--- config.mk ---
export PLATFORM = sky130hd
export DESIGN_NAME = msrv32_store_unit
export DESIGN_NICKNAME = d
export VERILOG_FILES = /design/src/rtl/msrv32_pkg.sv /design/src/rtl/msrv32_store_lane_gen.sv /design/src/rtl/msrv32_store_unit.sv
export SDC_FILE = /design/constraint.sdc
export NUM_CORES = 1
export LEC_CHECK = 0
export ABC_AREA = 1
export ABC_CLOCK_PERIOD_IN_PS = 1550
export CAP_MARGIN = 20
export CORE_MARGIN = 2
export CORE_UTILIZATION = 45
export DETAILED_ROUTE_END_ITERATION = 10
export PLACE_DENSITY = 0.8
export SETUP_SLACK_MARGIN = 0.15
export SYNTH_ARGS = -nofsm -noshare
export SYNTH_HDL_FRONTEND = slang
export SYNTH_SLANG_ARGS = --single-unit
--- constraint.sdc ---
create_clock -name ms_riscv32_mp_clk_in -period 1.55 [get_ports ms_riscv32_mp_clk_in]
set_input_delay 0.2325 -clock ms_riscv32_mp_clk_in [delete_from_list [all_inputs] [get_ports ms_riscv32_mp_clk_in]]
set_output_delay 0.2325 -clock ms_riscv32_mp_clk_in [all_outputs]
set_load 0.02 [all_outputs]
--- src/rtl/msrv32_pkg.sv ---
// Shared definitions for the msrv32 store path.
// Store sizes, AHB transfer types and the store FSM encoding.
package msrv32_pkg;

    localparam logic [1:0] ST_SB = 2'b00;
    localparam logic [1:0] ST_SH = 2'b01;
    localparam logic [1:0] ST_SW = 2'b10;

    localparam logic [1:0] HTRANS_IDLE   = 2'b00;
    localparam logic [1:0] HTRANS_NONSEQ = 2'b10;

    typedef enum logic [1:0] {
        S_IDLE  = 2'b00,
        S_ADDR  = 2'b01,
        S_DATA  = 2'b10,
        S_MISAL = 2'b11
    } st_state_e;

endpackage

--- src/rtl/msrv32_store_lane_gen.sv ---
// Store lane generator: replicates rs2 across byte lanes,
// builds the byte write mask and flags misaligned accesses.
module msrv32_store_lane_gen
    import msrv32_pkg::*;
#(
    parameter int WIDTH = 32
) (
    input  logic [1:0]       i_funct3,
    input  logic [1:0]       i_addr_lo,
    input  logic [WIDTH-1:0] i_rs2,
    output logic [WIDTH-1:0] o_data,
    output logic [3:0]       o_mask,
    output logic             o_misaligned
);

    always_comb begin
        o_data       = i_rs2;
        o_mask       = 4'b1111;
        o_misaligned = 1'b0;
        case (i_funct3)
            ST_SB: begin
                o_data = {4{i_rs2[7:0]}};
                o_mask = 4'b0001 << i_addr_lo;
            end
            ST_SH: begin
                o_data       = {2{i_rs2[15:0]}};
                o_mask       = i_addr_lo[1] ? 4'b1100 : 4'b0011;
                o_misaligned = i_addr_lo[0];
            end
            default: begin
                // 2'b11 is handled as a word store
                o_misaligned = |i_addr_lo;
            end
        endcase
    end

endmodule

--- src/rtl/msrv32_store_unit.sv ---
// msrv32 store unit: issues SB/SH/SW over a two-phase AHB-Lite
// write, holding across wait states and reporting done/err/misaligned.
module msrv32_store_unit
    import msrv32_pkg::*;
#(
    parameter int WIDTH = 32
) (
    input  logic             ms_riscv32_mp_clk_in,
    input  logic             ms_riscv32_mp_rst_in,
    input  logic [1:0]       funct3_in,
    input  logic [WIDTH-1:0] iadder_in,
    input  logic [WIDTH-1:0] rs2_in,
    input  logic             mem_wr_req_in,
    input  logic             ahb_ready_in,
    input  logic             ahb_resp_in,
    output logic             st_accept_out,
    output logic [WIDTH-1:0] ms_riscv32_mp_dmaddr_out,
    output logic [WIDTH-1:0] ms_riscv32_mp_dmdata_out,
    output logic [3:0]       ms_riscv32_mp_dmwr_mask_out,
    output logic             ms_riscv32_mp_dmwr_req_out,
    output logic [1:0]       ahb_htrans_out,
    output logic             st_done_out,
    output logic             st_err_out,
    output logic             misaligned_store_out
);

    logic [WIDTH-1:0] w_data;
    logic [3:0]       w_mask;
    logic             w_misaligned;

    st_state_e        r_state;
    logic [WIDTH-1:0] r_wdata;
    logic [WIDTH-1:0] r_dmaddr;
    logic [WIDTH-1:0] r_dmdata;
    logic [3:0]       r_mask;
    logic             r_dmwr_req;
    logic [1:0]       r_htrans;
    logic             r_done;
    logic             r_err;
    logic             r_misal;

    msrv32_store_lane_gen #(
        .WIDTH (WIDTH)
    ) u_lane_gen (
        .i_funct3     (funct3_in),
        .i_addr_lo    (iadder_in[1:0]),
        .i_rs2        (rs2_in),
        .o_data       (w_data),
        .o_mask       (w_mask),
        .o_misaligned (w_misaligned)
    );

    always_ff @(posedge ms_riscv32_mp_clk_in) begin
        if (ms_riscv32_mp_rst_in) begin
            r_state    <= S_IDLE;
            r_wdata    <= '0;
            r_dmaddr   <= '0;
            r_dmdata   <= '0;
            r_mask     <= '0;
            r_dmwr_req <= 1'b0;
            r_htrans   <= HTRANS_IDLE;
            r_done     <= 1'b0;
            r_err      <= 1'b0;
            r_misal    <= 1'b0;
        end else begin
            r_done  <= 1'b0;
            r_err   <= 1'b0;
            r_misal <= 1'b0;
            case (r_state)
                S_IDLE: begin
                    if (mem_wr_req_in) begin
                        if (w_misaligned) begin
                            r_state <= S_MISAL;
                            r_misal <= 1'b1;
                            r_mask  <= '0;
                        end else begin
                            r_state    <= S_ADDR;
                            r_dmaddr   <= {iadder_in[WIDTH-1:2], 2'b00};
                            r_wdata    <= w_data;
                            r_mask     <= w_mask;
                            r_htrans   <= HTRANS_NONSEQ;
                            r_dmwr_req <= 1'b1;
                        end
                    end
                end
                S_ADDR: begin
                    if (ahb_ready_in) begin
                        r_state    <= S_DATA;
                        r_htrans   <= HTRANS_IDLE;
                        r_dmwr_req <= 1'b0;
                        r_dmdata   <= r_wdata;
                    end
                end
                S_DATA: begin
                    // HRESP only matters when the data phase completes
                    if (ahb_ready_in) begin
                        r_state <= S_IDLE;
                        r_done  <= 1'b1;
                        r_err   <= ahb_resp_in;
                    end
                end
                S_MISAL: begin
                    r_state <= S_IDLE;
                end
                default: begin
                    r_state <= S_IDLE;
                end
            endcase
        end
    end

    assign st_accept_out               = (r_state == S_IDLE);
    assign ms_riscv32_mp_dmaddr_out    = r_dmaddr;
    assign ms_riscv32_mp_dmdata_out    = r_dmdata;
    assign ms_riscv32_mp_dmwr_mask_out = r_mask;
    assign ms_riscv32_mp_dmwr_req_out  = r_dmwr_req;
    assign ahb_htrans_out              = r_htrans;
    assign st_done_out                 = r_done;
    assign st_err_out                  = r_err;
    assign misaligned_store_out        = r_misal;

endmodule
==> impl_metrics.env <==
export IMPL_grt_max_degree=65
export IMPL_max_clock_freq_mhz=726
export IMPL_critical_path_buf_inv_count=3
export IMPL_ant_nets=0
export IMPL_clkSinkCount=104
export IMPL_p_per_area_nw_per_um2=963
export IMPL_finalHoldViolations=0
export IMPL_syn_cell_area_um2=4090
export IMPL_grt_usage_pct=23.1
export IMPL_io_buffers=142
export IMPL_cts_buffers=9
export IMPL_worst_slack_ns=0.173
export IMPL_routed_via_density=5.17
export IMPL_fp_dieW_um=99.4
export IMPL_syn2layout_area_growth_pct=42.1
export IMPL_crit_arrival_ns=1.68
export IMPL_internal_power_w=0.00392
export IMPL_crit_path_end_kind="flop"
export IMPL_fp_coreArea_um2=8760
export IMPL_multi_input_area_um2=1700
export IMPL_dieArea_um2=9880
export IMPL_nets=758
export IMPL_num_vias=4134
export IMPL_finClkSkew_ns=0.0116
export IMPL_routed_wl_um=12200
export IMPL_syn_inst=543
export IMPL_drtPass1Iterations=5
export IMPL_ioPinCount=146
export IMPL_dp_slack_ns=-0.223
export IMPL_grt_pass1_vias=3979
export IMPL_cts_buffer_depth=2
export IMPL_slowest_stage="clkdlybuf4s50_1"
export IMPL_seq_area_um2=2080
export IMPL_first_iter_violations=204
export IMPL_period_needed_ns=1.38
export IMPL_cp_required_ns=1.85
export IMPL_post_drt_wl_per_cell_um=15.2
export IMPL_combinationalPowerShare_pct=19.1
export IMPL_ys_seq_area_share_pct=50.9
export IMPL_peakVddDrop_uv=552
export IMPL_dp_hpwl_um=7930
export IMPL_post_dp_cell_area_um2=5600
export IMPL_overflow=0
export IMPL_grt_pass1_wl_um=18600
export IMPL_cp_top_family="buffers and inverters"
export IMPL_clkPwrFrac_pct=28.7
export IMPL_cp_max_fo=16
export IMPL_ys_warn_count=0
export IMPL_fin_cells=800
export IMPL_power_switching_w=0.00168
export IMPL_cts_hold_buffers=0
export IMPL_cts_root_buf="clkbuf_8"
export IMPL_clock_latency_ns=0.36
export IMPL_slowest_delay_ns=0.44
export IMPL_place_congestion=0.879
export IMPL_drive_gt1_share_pct=8.24
export IMPL_diodes=0
export IMPL_fill_cells=781
export IMPL_clk_pin_slew_ns=0.11
export IMPL_power_leakage_nw=2.71
export IMPL_hold_path_class="in -> reg"
export IMPL_yosysUniqueCellTypes=25
export IMPL_fin_util_pct=66.4
export IMPL_placed_cells=777
export IMPL_rows=34
export IMPL_start_kind="input pin"
export IMPL_drc=0
export IMPL_ys_ff_latch=104
export IMPL_swShare_pct=30.1
export IMPL_setup_violations=0
export IMPL_die_h_um=99.4
export IMPL_design_area_um2=5820
export IMPL_finalPower_w=0.00560
export IMPL_report_final_slew_viol_count=0
export IMPL_drv_cap=0
export IMPL_power_frac_seq_pct=52.1
export IMPL_status="complete, no violations"
export IMPL_grt_setup_unrepaired="no"
export IMPL_cp_cell_sequence="clkdlybuf4s50_1 > o21ai_2 > nand2_2 > nor2_4 > buf_4 > clkbuf_16 > o21ai_0 > nor2_1"
export IMPL_h_tree_depth=3
export IMPL_worstSetupPathType="in -> reg"
export IMPL_fin_crit_sh_pct=88.8
export IMPL_antenna_found_initial=0
export IMPL_synth_area_per_cell_um2=7.54
export IMPL_tritoncts="yes"
export IMPL_start_util_pct=46.7
## synth_stat cells (all sizes together)
master,number,share of area (%)
nor2,131,12
dfxtp,104,51
nand2,92,8.7
o21ai,75,9.3
a21oi,38,4.7
nand3,33,4.0
buf,26,4.9
inv,17,1.6
clkbuf,15,1.4
o211ai,8,1.5
and2,1,0.15
and3,1,0.15
conb,1,0.092
nor4,1,0.15
## layout make-up
cell class / count / area share (%)
inverters: 17 / 1.31
well taps: 108 / 2.32
flip-flops and latches: 104 / 35.8
repair buffers: 171 / 28.1
clock inverters: 7 / 1.01
clock buffers: 9 / 2.13
repair inverters: 1 / 0.151
multi-input cells: 383 / 29.1
## sequential cells by signal, summed over array words and instances (netlist names)
register and flops:
st_done_out 1, r_wdata 32, st_err_out 1, ms_riscv32_mp_dmaddr_out 30, ms_riscv32_mp_dmwr_mask_out 4, ahb_htrans_out 1
r_state 2, ms_riscv32_mp_dmdata_out 32, misaligned_store_out 1
## per-stage QoR
step	hold slack, ns	setup TNS [ns]
floorplan	0.318	0
global placement	0.448	-9.63
detailed placement	0.457	-11.80
CTS	0.433	0
global route	0.441	0
finish	0.440	0
## layer usage
metal  part of all wire (%)  wire, µm  GRT usage [%]  vias to the layer above
li1                       -         -              -                     2036
met1                     42      5070           27.4                     1922
met2                     48      5870           40.1                      157
met3                    8.3      1010           6.47                       19
met4                    1.9       226           8.01                        0
met5                      0         0              0                        -
## cell families after synthesis
kind of cell | after synthesis | synth area share [%]
AO/OA/AOI/OAI | 121 | 15.5
buffers and inverters | 58 | 7.92
other | 1 | 0.0916
flip-flops | 104 | 50.9
AND/OR/NAND/NOR | 259 | 25.7
## tightest hold or removal path, stage by stage
cell             delay, ns
clkdlybuf4s50_1       0.39
nor2_1                0.10
nor2_1                0.05
## cell usage in the layout (no fill, tap or decap), drive strengths merged
cell type | synthesis | final
nor2 | 131 | 131
dfxtp | 104 | 104
nand2 | 92 | 92
o21ai | 75 | 75
dlygate4sd2 | 0 | 71
clkdlybuf4s50 | 0 | 70
a21oi | 38 | 38
nand3 | 33 | 33
buf | 26 | 27
inv | 17 | 22
clkbuf | 15 | 12
o211ai | 8 | 8
conb | 1 | 3
clkinv | 0 | 2
nor4 | 1 | 1
and2 | 1 | 1
and3 | 1 | 1
clkinvlp | 0 | 1
## worst paths after layout
path                                             start                                         to  slack [ns]  cells after the start
max reg2reg                    r_state[0]$_SDFFE_PP0P_                    r_wdata[3]$_SDFFE_PP0P_        0.22                      7
min reg2reg  ms_riscv32_mp_dmdata_out[29]$_SDFFE_PP0P_  ms_riscv32_mp_dmdata_out[29]$_SDFFE_PP0P_        0.47                      2
max                                       iadder_in[1]                    r_wdata[3]$_SDFFE_PP0P_        0.17                      8
min                                       iadder_in[7]   ms_riscv32_mp_dmaddr_out[7]$_SDFFE_PP0P_        0.44                      3
## power groups by stage
stage / clock network (W) / logic (W) / registers, W
2_1_floorplan: 0 / 0.000462 / 0.00307
5_1_grt: 0.00175 / 0.00116 / 0.00294
3_3_place_gp: 0 / 0.00104 / 0.00298
6_report: 0.00161 / 0.00107 / 0.00292
4_1_cts: 0.00163 / 0.000998 / 0.00292
3_5_place_dp: 0 / 0.00106 / 0.00298
## repair_timing
action                                  CTS  global route
resized for setup                        73             8
pin swaps                                 0             3
buffers inserted                          0             3
gates cloned                              0             4
endpoints found under the setup margin   79            61
(Power assumes the default switching activity.)
